## config.mk

```make
export PLATFORM = sky130hd
export DESIGN_NAME = cbfp1_scale_ctrl_flat
export DESIGN_NICKNAME = d
export VERILOG_FILES = /design/src/rtl/cbfp1_pkg.sv /design/src/rtl/cbfp1_scale_ctrl_if.sv /design/src/rtl/cbfp1_scale_fifo.sv /design/src/rtl/cbfp1_scale_ctrl.sv /design/src/flat_wrapper.sv
export SDC_FILE = /design/constraint.sdc
export NUM_CORES = 1
export LEC_CHECK = 0
export CAP_MARGIN = 20
export CORE_AREA = 2 2 94 60
export CTS_CLUSTER_SIZE = 30
export DETAILED_ROUTE_END_ITERATION = 10
export DIE_AREA = 0 0 96 62
export PLACE_DENSITY = 0.68
export SLEW_MARGIN = 10
export SYNTH_ARGS = -nofsm -noshare
export SYNTH_HDL_FRONTEND = slang
export SYNTH_HIERARCHICAL = 1
export SYNTH_SLANG_ARGS = --single-unit
```

## constraint.sdc

```tcl
create_clock -name clk -period 2.1 [get_ports clk]
set_input_delay 0.42 -clock clk [delete_from_list [all_inputs] [get_ports clk]]
set_output_delay 0.42 -clock clk [all_outputs]
set_load 0.01 [all_outputs]
```

## src/rtl/cbfp1_pkg.sv

```systemverilog
// Shared defaults, block scale pair type and controller state encoding
// for the CBFP stage-1 scale controller.
package cbfp1_pkg;

    localparam int unsigned CBFP1_LZC_WIDTH = 5;
    localparam int unsigned CBFP1_BLK_CYC   = 8;

    typedef struct packed {
        logic [CBFP1_LZC_WIDTH-1:0] add;
        logic [CBFP1_LZC_WIDTH-1:0] sub;
    } scale_pair_t;

    typedef enum logic [0:0] {
        StIdle,
        StAccum
    } state_e;

endpackage

```

## src/rtl/cbfp1_scale_ctrl_if.sv

```systemverilog
// Block scale handshake between the stage-1 scale controller (master)
// and the scaling/shift unit (slave).
interface cbfp1_scale_ctrl_if
    import cbfp1_pkg::*;
#(
    parameter int unsigned LZC_WIDTH = CBFP1_LZC_WIDTH
);
    logic [LZC_WIDTH-1:0] scale_add;
    logic [LZC_WIDTH-1:0] scale_sub;
    logic                 scale_valid;
    logic                 scale_ready;

    modport master (
        output scale_add,
        output scale_sub,
        output scale_valid,
        input  scale_ready
    );

    modport slave (
        input  scale_add,
        input  scale_sub,
        input  scale_valid,
        output scale_ready
    );
endinterface

```

## src/rtl/cbfp1_scale_fifo.sv

```systemverilog
// Two-entry FIFO of block scale pairs with registered head. A pop is applied
// before a push in the same cycle, so push+pop while full never drops.
module cbfp1_scale_fifo
    import cbfp1_pkg::*;
(
    input  logic        clk,
    input  logic        rstn,
    input  logic        push,
    input  scale_pair_t push_data,
    input  logic        pop,
    output scale_pair_t head,
    output logic        full,
    output logic        empty
);
    scale_pair_t head_q, head_d;
    scale_pair_t tail_q, tail_d;
    logic [1:0]  count_q, count_d;

    always_comb begin
        head_d  = head_q;
        tail_d  = tail_q;
        count_d = count_q;
        if (pop && (count_q != 2'd0)) begin
            head_d  = tail_q;
            count_d = count_q - 2'd1;
        end
        if (push) begin
            case (count_d)
                2'd0: begin
                    head_d  = push_data;
                    count_d = 2'd1;
                end
                2'd1: begin
                    tail_d  = push_data;
                    count_d = 2'd2;
                end
                default: ;
            endcase
        end
    end

    always_ff @(posedge clk or negedge rstn) begin
        if (!rstn) begin
            head_q  <= '0;
            tail_q  <= '0;
            count_q <= 2'd0;
        end else begin
            head_q  <= head_d;
            tail_q  <= tail_d;
            count_q <= count_d;
        end
    end

    assign head  = head_q;
    assign full  = (count_q == 2'd2);
    assign empty = (count_q == 2'd0);

endmodule

```

## src/rtl/cbfp1_scale_ctrl.sv

```systemverilog
// CBFP stage-1 scale controller: reduces detector minima over a block and queues
// one scale pair per block. Optional clamp to MAX_SHIFT under `CBFP1_SAT_EN.
module cbfp1_scale_ctrl
    import cbfp1_pkg::*;
#(
    parameter int unsigned LZC_WIDTH = CBFP1_LZC_WIDTH,
    parameter int unsigned BLK_CYC   = CBFP1_BLK_CYC,
    parameter int unsigned PIPE_LAT  = 2,
    parameter int unsigned MAX_SHIFT = 12
) (
    input  logic                       clk,
    input  logic                       rstn,
    input  logic                       in_valid,
    input  logic                       flush,
    output logic                       det_en,
    input  logic [LZC_WIDTH-1:0]       det_min_add,
    input  logic [LZC_WIDTH-1:0]       det_min_sub,
    output logic [$clog2(BLK_CYC)-1:0] blk_cnt,
    output logic                       ovf_err,
    cbfp1_scale_ctrl_if.master         scale_if
);
    localparam int unsigned          CntW    = $clog2(BLK_CYC);
    localparam logic [CntW-1:0]      CntLast = CntW'(BLK_CYC - 1);
    localparam logic [LZC_WIDTH-1:0] SatCeil = LZC_WIDTH'(MAX_SHIFT);
`ifdef CBFP1_SAT_EN
    localparam bit SatEn = 1'b1;
`else
    localparam bit SatEn = 1'b0;
`endif

    function automatic logic [LZC_WIDTH-1:0] sat_scale(input logic [LZC_WIDTH-1:0] v);
        return (SatEn && (v > SatCeil)) ? SatCeil : v;
    endfunction

    logic [PIPE_LAT-1:0]  vld_sr_q, vld_sr_d;
    logic [CntW-1:0]      cnt_q, cnt_d;
    logic [LZC_WIDTH-1:0] acc_add_q, acc_add_d;
    logic [LZC_WIDTH-1:0] acc_sub_q, acc_sub_d;
    logic                 ovf_err_q, ovf_err_d;
    state_e               state_q, state_d;

    logic                 min_vld, take, pend;
    logic [LZC_WIDTH-1:0] min_add, min_sub;
    logic                 blk_push, pop, drop, full, empty;
    scale_pair_t          blk_pair, head;

    always_comb begin
        det_en  = in_valid & ~flush;
        min_vld = vld_sr_q[PIPE_LAT-1];
        take    = min_vld & ~flush;

        // Anything still in flight that will become min_vld on a later cycle.
        pend = 1'b0;
        for (int i = 0; i < int'(PIPE_LAT) - 1; i++) begin
            pend = pend | vld_sr_q[i];
        end

        vld_sr_d = '0;
        if (!flush) begin
            vld_sr_d[0] = det_en;
            for (int i = 1; i < int'(PIPE_LAT); i++) begin
                vld_sr_d[i] = vld_sr_q[i-1];
            end
        end

        min_add      = (det_min_add < acc_add_q) ? det_min_add : acc_add_q;
        min_sub      = (det_min_sub < acc_sub_q) ? det_min_sub : acc_sub_q;
        blk_push     = take && (cnt_q == CntLast);
        blk_pair.add = sat_scale(min_add);
        blk_pair.sub = sat_scale(min_sub);

        cnt_d     = cnt_q;
        acc_add_d = acc_add_q;
        acc_sub_d = acc_sub_q;
        state_d   = state_q;
        if (flush) begin
            cnt_d     = '0;
            acc_add_d = '1;
            acc_sub_d = '1;
            state_d   = StIdle;
        end else if (take) begin
            cnt_d     = cnt_q + CntW'(1);
            acc_add_d = (cnt_q == '0) ? det_min_add : min_add;
            acc_sub_d = (cnt_q == '0) ? det_min_sub : min_sub;
            case (state_q)
                StIdle:  state_d = StAccum;
                StAccum: if (blk_push && !pend) state_d = StIdle;
                default: state_d = StIdle;
            endcase
        end

        pop       = ~empty & scale_if.scale_ready;
        drop      = blk_push & full & ~pop;
        ovf_err_d = ovf_err_q | drop;
    end

    always_ff @(posedge clk or negedge rstn) begin
        if (!rstn) begin
            vld_sr_q  <= '0;
            cnt_q     <= '0;
            acc_add_q <= '1;
            acc_sub_q <= '1;
            ovf_err_q <= 1'b0;
            state_q   <= StIdle;
        end else begin
            vld_sr_q  <= vld_sr_d;
            cnt_q     <= cnt_d;
            acc_add_q <= acc_add_d;
            acc_sub_q <= acc_sub_d;
            ovf_err_q <= ovf_err_d;
            state_q   <= state_d;
        end
    end

    cbfp1_scale_fifo u_fifo (
        .clk       (clk),
        .rstn      (rstn),
        .push      (blk_push),
        .push_data (blk_pair),
        .pop       (pop),
        .head      (head),
        .full      (full),
        .empty     (empty)
    );

    assign scale_if.scale_add   = head.add;
    assign scale_if.scale_sub   = head.sub;
    assign scale_if.scale_valid = ~empty;
    assign blk_cnt              = cnt_q;
    assign ovf_err              = ovf_err_q;

endmodule

```

## src/flat_wrapper.sv

```systemverilog
// flat-port wrapper written by rule: the top's interface ports become plain ports
module cbfp1_scale_ctrl_flat import cbfp1_pkg::*;
#(
    parameter int unsigned LZC_WIDTH = CBFP1_LZC_WIDTH,
    parameter int unsigned BLK_CYC   = CBFP1_BLK_CYC,
    parameter int unsigned PIPE_LAT  = 2,
    parameter int unsigned MAX_SHIFT = 12
)
  (clk, rstn, in_valid, flush, det_en, det_min_add, det_min_sub, blk_cnt, ovf_err, scale_if_scale_add, scale_if_scale_sub, scale_if_scale_valid, scale_if_scale_ready);
  cbfp1_scale_ctrl_if #(.LZC_WIDTH(LZC_WIDTH)) scale_if_i ();
  input  logic clk;
  input  logic rstn;
  input  logic in_valid;
  input  logic flush;
  output logic det_en;
  input  logic [LZC_WIDTH-1:0] det_min_add;
  input  logic [LZC_WIDTH-1:0] det_min_sub;
  output logic [$clog2(BLK_CYC)-1:0] blk_cnt;
  output logic ovf_err;
  output wire logic [$bits(scale_if_i.scale_add)-1:0] scale_if_scale_add;
  output wire logic [$bits(scale_if_i.scale_sub)-1:0] scale_if_scale_sub;
  output wire logic [$bits(scale_if_i.scale_valid)-1:0] scale_if_scale_valid;
  input wire logic [$bits(scale_if_i.scale_ready)-1:0] scale_if_scale_ready;
  assign scale_if_scale_add = scale_if_i.scale_add;
  assign scale_if_scale_sub = scale_if_i.scale_sub;
  assign scale_if_scale_valid = scale_if_i.scale_valid;
  assign scale_if_i.scale_ready = scale_if_scale_ready;
  cbfp1_scale_ctrl #(.LZC_WIDTH(LZC_WIDTH), .BLK_CYC(BLK_CYC), .PIPE_LAT(PIPE_LAT), .MAX_SHIFT(MAX_SHIFT)) u_core (.clk(clk), .rstn(rstn), .in_valid(in_valid), .flush(flush), .det_en(det_en), .det_min_add(det_min_add), .det_min_sub(det_min_sub), .blk_cnt(blk_cnt), .ovf_err(ovf_err), .scale_if(scale_if_i));
endmodule
```

==> impl_metrics.tcl, run 1 <==
set metrics [dict create \
    outcome "finished clean" \
    grt_usage 0.1710 \
    final_hold_viol_count 0 \
    r2r_end "u_core/u_fifo/tail_q[0]$_DFFE_PN0P_" \
    finalMaxSlewViolations 0 \
    syn-num-nets 217 \
    p_comb_frac 0.357 \
    worstHoldPathType "in -> async" \
    ys_types 34 \
    syn2layout_area_growth_pct 38.74 \
    yosysSeqAreaShare 0.4380 \
    total_power_uw 2437 \
    gp_congestion 0.8261 \
    cts_made_buffers 5 \
    r2r_cells 7 \
    finalSetupViolCount 0 \
    slew_headroom 0.4300 \
    cellInternalPower_uw 1770 \
    final_nets 274 \
    worst_pin_slew_ns 0.8550 \
    grt_pass1_vias 1512 \
    grt_max_degree 39 \
    p_per_area_nw_per_um2 798.6 \
    vdd_drop_max_mv 0.4322 \
    syn_area_um2 2200 \
    finalCriticalPeriod_ns 2.075 \
    cpMaxStageDelayCell "clkdlybuf4s50_1" \
    endpoint_kind "register" \
    max_stage_delay_ns 0.43 \
    avgRoutedWirePerCell_um 15.71 \
    ant_nets 0 \
    core_um2 5229 \
    drt-total-wl_um 4933 \
    reg2reg_slack_ns 0.04 \
    clock_path_buffers 2 \
    h-tree-depth 2 \
    syn_area_per_cell_um2 11.76 \
    fin_crit_sh 0.9880 \
    switching_power_uw 666.7 \
    crit_required_ns 2.27 \
    worst_setup_path_start_kind "input port" \
    hpwl_um 3411 \
    n_antenna_cell 0 \
    critPathKind "in -> reg" \
    io_pins 31 \
    antenna_found_initial 0 \
    yosysWarnings 6 \
    numPortBuffers 30 \
    drive_gt1_frac 0.3755 \
    drt_iter0_markers 75 \
    via_count 1606 \
    worst-path-max-fanout 5 \
    clkLatencyLatePin_ns 0.29 \
    power.share.switching 0.2736 \
    grt_pass1_wl_um 7583 \
    cap_violations 0 \
    dr.pass1.iters 4 \
    seqPwrFrac 0.324 \
    synth_area_leaders "dfrtp_1 32%, dfstp_2 12%, ha_1 8.5%, mux2_2 8.2%, mux2i_1 6.4%" \
    synth_top_area_frac 0.3185 \
    initial_core_util 0.4207 \
    via_per_inst 5.115 \
    nFillCells 461 \
    power.leakage_uw 0.001463 \
    yosys_register_bits 38 \
    drc 0 \
    tritoncts "yes" \
    clk_pin_slew_ns 0.08 \
    yosys.area.top_type "dfrtp_1" \
    clock_sinks 38 \
    die_h_um 62 \
    netlist_instances 187 \
    root_buffer "clkbuf_8" \
    clock.fmax_mhz 482.0 \
    finalNonFillerCells 314 \
    num_rows 21 \
    path_cells "clkdlybuf4s50_1 > ha_1 > and4_4 > a21oi_4 > nand2b_4 > mux2_4 > mux2_2" \
    arrival_ns 2.25 \
    placed_cells 304 \
    r2r_start "u_core/acc_sub_q[1]$_DFFE_PN1P_" \
    dieArea_um2 5952 \
    die_w_um 96 \
    grt_overflow 0 \
    fin_skew_ns 0.004540 \
    clkPwrFrac 0.318 \
]
==> routing by layer <==
metal | wire length, um | vias to the layer above | share of wire | track usage
met5 | 0 | - | 0 | 0
met4 | 32 | 0 | 0.0065 | 0.03673
met3 | 260 | 6 | 0.053 | 0.04704
met2 | 2163 | 48 | 0.44 | 0.2450
met1 | 2476 | 768 | 0.50 | 0.2572
li1 | - | 784 | - | -
==> state kept, by name, summed over array words and instances (netlist names) <==
name                   count
u_core/acc_add_q           5
u_core/acc_sub_q           5
u_core/vld_sr_q            2
u_core/ovf_err             1
u_core/u_fifo/count_q      2
u_core/u_fifo/head        10
u_core/blk_cnt             3
u_core/u_fifo/tail_q      10
==> what timing repair did <==
item,in CTS,in global routing
gates resized for setup,2,26
cloned,0,1
pin swaps,0,3
buffers inserted,0,1
hold buffers,0,0
setup endpoints to repair,10,20
==> cells by family (layout without fill, tap and decap cells) <==
family	Yosys count	count (layout)	share of synthesized area
AO/OA/AOI/OAI	38	38	0.1371
XOR/XNOR	2	2	0.01138
buffers and inverters	24	81	0.05175
adder cells (fa/ha/maj)	15	15	0.08532
flip-flops	38	38	0.4380
multiplexers	36	36	0.1866
AND/OR/NAND/NOR	34	35	0.08988
==> Yosys cell counts <==
| cell type | number |
|---|---|
| dfrtp_1 | 28 |
| inv_1 | 17 |
| mux2_2 | 16 |
| ha_1 | 15 |
| mux2i_1 | 14 |
| dfstp_2 | 10 |
| nand2_1 | 10 |
| o21ai_1 | 10 |
| o2111ai_1 | 8 |
| o211ai_1 | 8 |
| nor2_1 | 7 |
| mux2_4 | 6 |
| nor2b_1 | 5 |
| a21oi_1 | 4 |
| buf_2 | 3 |
| nand2b_4 | 3 |
| a211o_1 | 2 |
| a21oi_4 | 2 |
| nand2b_1 | 2 |
| nand3_1 | 2 |
| o211a_4 | 2 |
| a21o_1 | 1 |
| and2_1 | 1 |
| and3_1 | 1 |
| and4_1 | 1 |
| and4_4 | 1 |
| buf_6 | 1 |
| buf_8 | 1 |
| clkbuf_2 | 1 |
| clkinv_1 | 1 |
| nand2_2 | 1 |
| o21ai_2 | 1 |
| xnor2_1 | 1 |
| xnor2_2 | 1 |
==> how the worst max path moves through the flow <==
| stage | from | endpoint | slack (ns) | cells after the start |
|---|---|---|---|---|
| after floorplan | u_core/u_fifo/count_q[0]$_DFF_PN0_ | u_core/u_fifo/tail_q[0]$_DFFE_PN0P_ | 0.009 | 8 |
| after global placement | scale_if_scale_ready | u_core/u_fifo/tail_q[0]$_DFFE_PN0P_ | -0.33 | 7 |
| after detailed placement | scale_if_scale_ready | u_core/u_fifo/tail_q[0]$_DFFE_PN0P_ | -0.34 | 7 |
| after CTS | u_core/acc_add_q[3]$_DFFE_PN1P_ | u_core/u_fifo/tail_q[8]$_DFFE_PN0P_ | 0.01 | 7 |
| after global routing | det_min_sub[3] | u_core/u_fifo/tail_q[0]$_DFFE_PN0P_ | -0.008 | 7 |
| final | det_min_sub[1] | u_core/u_fifo/tail_q[0]$_DFFE_PN0P_ | 0.03 | 7 |
==> placed cells by master (no fill, tap or decap), drive strengths merged, types with 10 or more instances in the layout <==
| cell | n |
|---|---|
| dfrtp | 28 |
| inv | 17 |
| clkdlybuf4s50 | 26 |
| mux2i | 14 |
| mux2 | 22 |
| dfstp | 10 |
| nand2 | 12 |
| ha | 15 |
| buf | 26 |
| o21ai | 11 |
==> area by class of cell <==
class,count,area (um2),area share
multi-input cells,126,1289,0.4223
flip-flops and latches,38,963.4,0.3157
repair buffers,55,503.0,0.1648
well taps,69,86.33,0.02829
clock buffers,6,82.58,0.02706
inverters,18,67.56,0.02214
clock inverters,2,60.06,0.01968
==> power groups by stage <==
stage | Sequential, uW | Combinational [uW] | Clock (uW)
2_1_floorplan | 806 | 408 | 0
3_3_place_gp | 804 | 647 | 0
3_5_place_dp | 804 | 672 | 0
4_1_cts | 790 | 688 | 793
5_1_grt | 795 | 946 | 826
6_report | 791 | 871 | 776
==> through the flow <==
| step | setup TNS (ns) | setup slack (ns) | hold WS (ns) | instance area, um2 | util |
|---|---|---|---|---|---|
| floorplan | 0 | 0.008834 | 0.1244 | 2200 | - |
| global placement | -6.277 | -0.3288 | 0.4423 | 2728 | 0.5217 |
| detailed placement | -6.310 | -0.3426 | 0.4442 | 2728 | 0.5217 |
| CTS | 0 | 0.01198 | 0.2686 | 2878 | 0.5504 |
| global route | -0.02487 | -0.008463 | 0.3153 | 3052 | 0.5836 |
| finish | 0 | 0.02522 | 0.2351 | 3052 | 0.5836 |
==> worst max-delay path: cells and delay by family <==
kind | cells | cell delay, ns
AO/OA/AOI/OAI | 1 | 0.17
adder cells (fa/ha/maj) | 1 | 0.32
multiplexers | 2 | 0.58
AND/OR/NAND/NOR | 2 | 0.31
buffers and inverters | 1 | 0.43
(Power assumes the default switching activity.)
==> run 2, diff against run 1 <==
--- a/config.mk
+++ b/config.mk
@@ -11,6 +11,7 @@
 export DETAILED_ROUTE_END_ITERATION = 10
 export DIE_AREA = 0 0 96 62
 export PLACE_DENSITY = 0.68
+export SETUP_SLACK_MARGIN = 0.05
 export SLEW_MARGIN = 10
 export SYNTH_ARGS = -nofsm -noshare
 export SYNTH_HDL_FRONTEND = slang
==> impl_metrics.tcl, run 2 (same netlist as run 1, synthesis figures left out) <==
set metrics [dict create \
    multi_input_area_um2 1340 \
    fin_util 0.5956 \
    fin_area_um2 3114 \
    root_buffer "clkbuf_8" \
    finalSetupViolCount 0 \
    h-tree-depth 2 \
    core_um2 5229 \
    num_rows 21 \
    worst_setup_path_start_kind "register" \
    clock.fmax_mhz 491.1 \
    cts_made_buffers 5 \
    finalMaxSlewViolations 0 \
    power.leakage_uw 0.001490 \
    clock_sinks 38 \
    via_count 1653 \
    slew_headroom 0.6826 \
    ant_nets 0 \
    numPortBuffers 30 \
    grt_max_degree 39 \
    endpoint_kind "register" \
    initial_core_util 0.4207 \
    grt_pass1_wl_um 8059 \
    rsz0062_at_grt "yes" \
    regArea_um2 963.4 \
    antenna_found_initial 0 \
    grt_pass1_vias 1584 \
    nFillCells 443 \
    placed_area_um2 2718 \
    worst-path-max-fanout 5 \
    tritoncts "yes" \
    vdd_drop_max_mv 0.3630 \
    r2r_cells 7 \
    arrival_ns 2.21 \
    final_nets 282 \
    worst_pin_slew_ns 0.4761 \
    dr.pass1.iters 4 \
    ctsHoldBuffers 0 \
    dieArea_um2 5952 \
    grt_usage 0.1831 \
    n_antenna_cell 0 \
    drt-total-wl_um 5084 \
    avgRoutedWirePerCell_um 15.84 \
    p_per_area_nw_per_um2 736.4 \
    layout_commonest_cell "buf_4" \
    final_hold_viol_count 0 \
    outcome "finished clean" \
    gp_congestion 0.7851 \
    die_h_um 62 \
    clk_pin_slew_ns 0.08 \
    crit_required_ns 2.27 \
    worstHoldPathType "in -> async" \
    clock_path_buffers 2 \
    clkLatencyLatePin_ns 0.29 \
    drc 0 \
    mostFrequentLayoutCells "33 x buf_4, 28 x dfrtp_1, 21 x clkdlybuf4s50_1" \
    fin_crit_sh 0.9696 \
    via_per_inst 5.150 \
    syn2layout_area_growth_pct 41.58 \
    fin_setup_tns_ns 0 \
    drt_iter0_markers 49 \
    hpwl_um 3467 \
    critPathKind "reg -> reg" \
    grt_overflow 0 \
    drive_gt1_frac 0.4325 \
    cap_violations 0 \
    finalCriticalPeriod_ns 2.036 \
    fin_skew_ns 0.008623 \
    die_w_um 96 \
    io_pins 31 \
]
## run 2: report_power, final
group | switching, uW | internal, uW | leakage [uW] | total (uW)
clock network | 259 | 380 | 0.0000573 | 639
logic | 386 | 474 | 0.000943 | 860
registers | 21.8 | 773 | 0.000490 | 795
total | 667 | 1630 | 0.00149 | 2290
## run 2: what timing repair did
action / CTS / global route
cloned: 1 / 0
pin swaps: 6 / 10
gates resized for setup: 16 / 29
buffers inserted: 3 / 6
endpoints found under the setup margin: 18 / 26
## run 2: final timing paths
check / startpoint / slack (ns) / end
worst min-delay path: rstn / 0.18 / u_core/u_fifo/tail_q[5]$_DFFE_PN0P_
max in group asynchronous: rstn / 1.56 / u_core/acc_sub_q[0]$_DFFE_PN1P_
worst max-delay path: u_core/acc_add_q[3]$_DFFE_PN1P_ / 0.06 / u_core/u_fifo/tail_q[6]$_DFFE_PN0P_
worst max register to register: u_core/acc_add_q[3]$_DFFE_PN1P_ / 0.06 / u_core/u_fifo/tail_q[6]$_DFFE_PN0P_
worst min register to register: u_core/vld_sr_q[0]$_DFF_PN0_ / 0.46 / u_core/vld_sr_q[1]$_DFF_PN0_
min in group clk: u_core/vld_sr_q[0]$_DFF_PN0_ / 0.46 / u_core/vld_sr_q[1]$_DFF_PN0_
## run 2: cell type report
type / count / share of cell area
sequential: 38 / 0.3094
clock inverter: 1 / 0.009642
multi-input combinational: 126 / 0.4303
timing repair buffer: 63 / 0.1748
clock buffer: 6 / 0.02652
tap: 69 / 0.02772
inverter: 18 / 0.02170
## run 2: metrics by stage
stage                     std cells  hold slack, ns  total power (uW)  setup WS, ns
after floorplan                 187          0.1244              1218       0.05725
after detailed placement        304          0.4532              1415       -0.3300
after global placement          304          0.4463              1398       -0.3103
after global routing            321          0.2106              2439       0.02625
final                           321          0.1782              2293       0.06386
after CTS                       315          0.1892              2130       0.04964
## run 2: critical path: stages (launching register included)
cell and delay [ns]:
dfstp_2 0.56, inv_2 0.05, ha_4 0.28, nand3_2 0.09, a21oi_2 0.15, nand2b_4 0.19, mux2_4 0.32, mux2_4 0.27
## run 2: layer usage
metal  up-vias  routed length, um  track usage
met5         -                  0            0
met4         0                 15      0.03673
met3         2                231      0.04463
met2        43               2259       0.2688
met1       811               2578       0.2751
li1        797                  -            -
